`src/rtl/axi_stream_zigzag_row_feeder.sv`:
```
// Zigzag-to-raster reorder feeder: one coefficient per beat in, one 8-wide raster row per beat out.
// Two ping-pong banks let block N+1 fill while block N drains.
//
// bank state | meaning
// EMPTY      | bank zeroed, waiting for its first coefficient
// FILLING    | writer has stored at least one coefficient of the current block
// FULL       | block closed, reader owns the bank until row 7 is accepted
module axi_stream_zigzag_row_feeder #(
  parameter int WIN = 12
) (
  input  logic               clock,
  input  logic               reset_n,
  input  logic [WIN-1:0]     slave_tdata,
  input  logic               slave_tvalid,
  output logic               slave_tready,
  input  logic               slave_tlast,
  output logic [WIN*8-1:0]   master_tdata,
  output logic               master_tvalid,
  input  logic               master_tready,
  output logic               master_tlast,
  output logic               err_framing
);

  typedef enum logic [1:0] {B_EMPTY, B_FILLING, B_FULL} bank_st_e;

  localparam logic [5:0] ZZ [64] = '{
    6'd0,  6'd1,  6'd8,  6'd16, 6'd9,  6'd2,  6'd3,  6'd10,
    6'd17, 6'd24, 6'd32, 6'd25, 6'd18, 6'd11, 6'd4,  6'd5,
    6'd12, 6'd19, 6'd26, 6'd33, 6'd40, 6'd48, 6'd41, 6'd34,
    6'd27, 6'd20, 6'd13, 6'd6,  6'd7,  6'd14, 6'd21, 6'd28,
    6'd35, 6'd42, 6'd49, 6'd56, 6'd57, 6'd50, 6'd43, 6'd36,
    6'd29, 6'd22, 6'd15, 6'd23, 6'd30, 6'd37, 6'd44, 6'd51,
    6'd58, 6'd59, 6'd52, 6'd45, 6'd38, 6'd31, 6'd39, 6'd46,
    6'd53, 6'd60, 6'd61, 6'd54, 6'd47, 6'd55, 6'd62, 6'd63
  };

  logic [WIN-1:0] mem_q [2][64];
  bank_st_e       state_q [2];
  bank_st_e       state_d [2];
  logic           wr_bank_q, wr_bank_d;
  logic           rd_bank_q, rd_bank_d;
  logic [5:0]     k_q, k_d;
  logic [2:0]     row_q, row_d;
  logic           tready_q, tready_d;
  logic           err_q, err_d;
  logic           wr_fire, wr_close, rd_fire, rd_done;

  always_ff @(posedge clock) begin
    if (!reset_n) begin
      state_q[0] <= B_EMPTY;
      state_q[1] <= B_EMPTY;
      wr_bank_q  <= 1'b0;
      rd_bank_q  <= 1'b0;
      k_q        <= '0;
      row_q      <= '0;
      tready_q   <= 1'b1;
      err_q      <= 1'b0;
    end else begin
      state_q    <= state_d;
      wr_bank_q  <= wr_bank_d;
      rd_bank_q  <= rd_bank_d;
      k_q        <= k_d;
      row_q      <= row_d;
      tready_q   <= tready_d;
      err_q      <= err_d;
    end
  end

  // Writer and reader never touch the same bank: writes need !FULL, release needs FULL.
  always_ff @(posedge clock) begin
    if (!reset_n) begin
      for (int b = 0; b < 2; b++)
        for (int i = 0; i < 64; i++)
          mem_q[b][i] <= '0;
    end else begin
      if (rd_done)
        for (int i = 0; i < 64; i++)
          mem_q[rd_bank_q][i] <= '0;
      if (wr_fire)
        mem_q[wr_bank_q][ZZ[k_q]] <= slave_tdata;
    end
  end

  always_comb begin
    wr_fire  = slave_tvalid && tready_q;
    wr_close = wr_fire && ((k_q == 6'd63) || slave_tlast);
    rd_fire  = master_tvalid && master_tready;
    rd_done  = rd_fire && (row_q == 3'd7);
    state_d  = state_q;
    if (wr_fire)
      state_d[wr_bank_q] = wr_close ? B_FULL : B_FILLING;
    if (rd_done)
      state_d[rd_bank_q] = B_EMPTY;
    wr_bank_d = wr_bank_q ^ wr_close;
    rd_bank_d = rd_bank_q ^ rd_done;
    k_d       = wr_close ? 6'd0 : (wr_fire ? k_q + 6'd1 : k_q);
    row_d     = rd_fire ? row_q + 3'd1 : row_q;
    // Looking at the post-update state lets a same-cycle release reopen the writer immediately.
    tready_d  = (state_d[wr_bank_d] != B_FULL);
    err_d     = wr_fire && ((k_q == 6'd63) != slave_tlast);
  end

  always_comb begin
    master_tvalid = (state_q[rd_bank_q] == B_FULL);
    master_tlast  = master_tvalid && (row_q == 3'd7);
    master_tdata  = '0;
    for (int c = 0; c < 8; c++)
      master_tdata[(7-c)*WIN +: WIN] = mem_q[rd_bank_q][{row_q, 3'(c)}];
  end

  assign slave_tready = tready_q;
  assign err_framing  = err_q;

endmodule

```
`config.mk`:
```
export PLATFORM = sky130hd
export DESIGN_NAME = axi_stream_zigzag_row_feeder
export DESIGN_NICKNAME = d
export VERILOG_FILES = /design/src/rtl/axi_stream_zigzag_row_feeder.sv
export SDC_FILE = /design/constraint.sdc
export NUM_CORES = 2
export LEC_CHECK = 0
export ABC_AREA = 0
export BUFFER_PORTS_ARGS = -buffer_cell sky130_fd_sc_hd__buf_4
export CORE_MARGIN = 3
export CORE_UTILIZATION = 60
export DETAILED_ROUTE_END_ITERATION = 8
export PLACE_DENSITY = 0.73
export SYNTH_ARGS = -nofsm -noshare
export SYNTH_HDL_FRONTEND = slang
export SYNTH_SLANG_ARGS = --single-unit
```
`constraint.sdc`:
```
create_clock -name clock -period 4.3 [get_ports clock]
set_input_delay 1.075 -clock clock [delete_from_list [all_inputs] [get_ports clock]]
set_output_delay 1.075 -clock clock [all_outputs]
set_load 0.01 [all_outputs]
```
# After elaboration in Yosys (flattened, before gate mapping)
# Memories as Yosys holds them, arrays and structs flattened. A register that Yosys moved wholly into a read port is not among the register bits.
# Cells that the tools add are included.
# totals
register_bits	17
mem_bits_rw	1536
romBits	384
wordCells	120
memories	2
# op_classes
addsub	2
order_cmp	16
eq_ne	5
mux	56
bitwise	18
n_reduce_logical	13
# memory_table
memory	words	word_bits	read_ports	rd_clocked_by_memory_dff	wr	line_no	source
mem_q	2	768	1	1	2	37	logic [WIN-1:0] mem_q [2][64];
(no name shown)	64	6	1	0	0	80	mem_q[wr_bank_q][ZZ[k_q]] <= slave_tdata;
# op_table
op	n
$mux 768	4
$reduce_or 768->1	2
$bmux 12 s6	8
$mux 12	17
$demux 12 s6	1
$ge 7x7->1 const B	10
$not 6->7	10
$mux 2	9
$mux 6	2
$mux 1	10
$logic_and 1x1->1	9
$mux 4	2
$lt 7x1->1 const B	1
$add 6x1->6 const B	1
$eq 6x6->1 const B	1
$ge 2x2->1 const B	3
$not 1->2	3
$and 4x4->4	1
$bwmux 4	1
$demux 2 s1	2
$lt 2x1->1 const B	2
$not 4->4	1
$add 3x1->3 const B	1
$eq 3x3->1 const B	1
7 further kinds	8

# Logic depth before layout (Yosys ltp)
# logic_depth
ltp_word	13
ltp_mapped	12
depth_no_buf	9

# Worst setup path after synthesis
# OpenSTA, ideal clock, no wires.
# synth_timing
path_kind	register to register
startpoint	register k_q[1]
endpoint	memory mem_q[0][216] (netlist name) (enable)
arrival_time_ns	3.496
t_required_ns	3.902
slack_ns	0.406
stages_incl_launch_ff	11
synth_period_minus_slack_ns	3.894
path_cell_list	dfxtp_1 inv_1 ha_1 buf_2 o2111ai_1 a31o_2 a221o_1 buf_4 or3_1 clkbuf_1 o21ai_0
# synth_rtl
element	line_no	source
from (decl)	42	logic [5:0] k_q, k_d;
from (signal assigned)	62	k_q <= k_d;
to (decl)	37	

==> summary.txt <==
Avg WL per Cell: 36.65 um
Crit Path Max Fanout: 7
Non-Filler Instances: 6,402
Synthesized instance count: 4,545
Status: finished, final reports clean
GRT Total Usage: 0.3920
Area taken by multi-input logic gates: 20,810 um^2
Hold Crit Start: state_q[0]
CTS tree: yes
FP Rows: 123
Clock Path Buffers: 3
Mapped cell area: 69,110 um^2
Leak pwr: 27.09 nW
Ys async rst share: 0
Startpoint Class: flip-flop
Initial antenna violation count: 13
CTS root buf: clkbuf_16
Min-Delay Path Class: flip-flop to flip-flop
Critical Path AT: 3.18 ns
CTS Buf Count: 156
Post-synth top area share: 0.6674
Number of distinct library cells after synthesis: 66
Syn nets: 4,583
Die W: 345.4 um
Post-synthesis area per instance: 15.21 um^2
Req. time, crit path: 3.22 ns
Worst R2R Start: k_q[1]
Flip-flop and latch count after synthesis: 1,554
Vias in the first global route: 43,270
Hold EP: state_q[0]
Fillers: 7,444
Register area: 46,500 um^2
Via/cell ratio: 6.998
Largest net degree at the start of global routing: 133
Yosys top cell by area: edfxtp_1
DPL Wire Length: 160,500 um
Final Cycle Share: 0.9891
RSZ-0062 raised after global routing: yes
Power density over the cells: 413.4 nW/um^2
Slew HR: 0.2454
Max-slew violation total from the final report: 0
Worst setup EP type: output port
Worst-Margin Slew: 1.124 ns
CTS H-tree lvls: 4
R2R setup slack: 0.36 ns
Starting Density: 0.6093
GP Congestion: 0.9975
Layout area overhead: 13.41%
Reported max-cap violation count: 0
Hold Path Depth: 2
Max frequency: 0.2351 GHz
Fin crit period: 4.253 ns
R2R depth: 8
1st-iter DRT viols: 9,033
Final setup fails: 0
Critical path type: flip-flop to output port
Fin. Hold Viols: 0
Area post-placement: 73,290 um^2
Hold Buf Count CTS: 0
Die ar.: 119,300 um^2
Routed Antenna Nets: 0
Dpl cells: 6,106
Cell area after layout: 78,380 um^2
Drc violations: 0
Clock Skew: 0.02063 ns
Reg2Reg Capture Point: mem_q[0][337]
Routed via count: 44,800
Top Ports: 117
Count of flip-flops with a built-in enable after synthesis: 1,536
First-pass DRT Iterations: 6
Layout cells sized above 1: 0.2568
Synth area leaders: edfxtp_1 (67%), mux4_2 (16%), nor2_1 (6.6%)
WL final: 234,600 um
Skew-Pair Late Insertion Delay: 0.78 ns
First-pass GRT wire length: 323,100 um
PortBufs: 116
Die height: 345.4 um
Post-synthesis sequential area ratio: 0.6726
CTS Sinks: 1,554
Dominant synthesized flop cell: edfxtp_1
Total gr overflow: 0
Clock transition at path regs: 0.06 ns
Synth warn: 0
Final nets: 4,810
VDD IR max: 0.0003377 V
Core Region: 113,400 um^2
## worst max path at each step
stage	cells past startpoint	startpoint	to	slack, ns
final	6	flip-flop	master_tdata[0]	0.05
after global routing	5	flip-flop	master_tdata[23]	-0.02
after CTS	6	flip-flop	master_tdata[5]	0.007
after detailed placement	8	k_q[1]	mem_q[0][360]	0.39
after global placement	8	k_q[1]	mem_q[0][343]	0.48
after floorplan	10	k_q[1]	mem_q[0][216]	0.41
## power by group
part	leakage [nW]	switching (mW)	total (mW)	internal, mW
Sequential	16.0	0.183	17.3	17.1
Combinational	8.70	1.28	1.89	0.614
Clock	2.38	5.78	13.2	7.44
Total	27.1	7.25	32.4	25.2
## kinds of logic (layout without fill, tap and decap cells)
family                     count (synthesis)  in the layout  synth area share
and+or+nand+nor                         1838           1838            0.1201
DFF                                     1554           1554            0.6726
muxes                                    488            488            0.1578
buffers and inverters                    443            797           0.02822
AOI/OAI and AO/OA                        198            198           0.01713
adders and majority gates                 21             21          0.003802
xor gates and xnor gates                   3              3         0.0003803
other                                      0              3                 0
## state kept, by name, indices dropped and copies added (netlist names), named ones only
| name | cells |
|---|---|
| row_q | 3 |
| rd_bank_q | 1 |
| err_framing | 1 |
| slave_tready | 1 |
| state_q | 4 |
| wr_bank_q | 1 |
| mem_q | 1536 |
| k_q | 6 |
## layout by cell type, fill, tap and decap left out, types with 4 or more instances in the layout
cell type / count
a211oi_1: 5
clkinv_2: 28
nand3b_1: 5
nand2_1: 49
buf_6: 7
nor3_4: 7
mux4_2: 481
o211ai_1: 5
nand2b_1: 7
ha_1: 21
a21oi_1: 9
inv_6: 6
nor2b_1: 12
clkbuf_16: 166
edfxtp_1: 1536
inv_1: 9
o21ai_0: 10
clkbuf_1: 35
o21ai_1: 129
and3_1: 348
buf_16: 4
bufinv_16: 8
o21a_1: 5
nand3_2: 18
mux2i_1: 5
nand3_1: 142
nand3_4: 4
clkinv_1: 35
dfxtp_4: 4
a21boi_0: 8
nor2_1: 1210
buf_12: 27
buf_4: 461
nor2_2: 4
dfxtp_1: 14
nand2_4: 4
clkinvlp_4: 7
and2_1: 8
or3_1: 5
## worst max-delay path, stage by stage, from the launching register on
cell	delay, ns
dfxtp_4	0.41
buf_12	0.18
buf_6	0.17
buf_6	0.16
mux4_2	0.66
mux4_2	0.65
buf_4	0.19
## final cells by class
type	count	area share
well taps	1500	0.02395
diodes	3	0.00009578
inverters	10	0.0004789
clock buffers	199	0.05404
repair buffers	502	0.05452
flip-flops and latches	1554	0.5933
multi-input cells	2548	0.2655
clock inverters	86	0.008189
## Yosys cell counts, drive strengths merged, types with 6 or more instances
cell    number
edfxtp    1536
nor2      1214
mux4       481
and3       348
clkbuf     224
buf        209
nand3      164
o21ai      139
nand2       53
ha          21
dfxtp       18
nor2b       13
a21oi       10
and2        10
inv         10
nor3        10
a21boi       9
nand2b       7
a211oi       6
## routing by layer
layer,track usage,wire length [um],vias to the layer above
li1,-,-,17690
met1,0.5203,73220,22280
met2,0.5521,101300,4132
met3,0.1343,40340,690
met4,0.2659,19730,6
met5,0,48,-
## timing repair
item | CTS | global route
cloned | 1 | 2
hold endpoints to repair | 0 | 0
setup endpoints to repair | 86 | 19
gates resized for setup | 5 | 6
setup buffers | 5 | 0
## through the flow
stage | utilization | hold slack (ns) | TNS, ns | setup slack [ns] | power, mW
4_1_cts | 0.6903 | 0.4872 | 0 | 0.006749 | 32.33
3_5_place_dp | 0.6462 | 0.4765 | 0 | 0.3935 | 19.42
2_1_floorplan | - | 0.4461 | 0 | 0.4060 | 18.40
3_3_place_gp | 0.6462 | 0.4595 | 0 | 0.4777 | 19.37
6_report | 0.6910 | 0.4855 | 0 | 0.04706 | 32.40
5_1_grt | 0.6910 | 0.5197 | -0.02572 | -0.01614 | 33.02
Power figures use the tool's default switching activity.
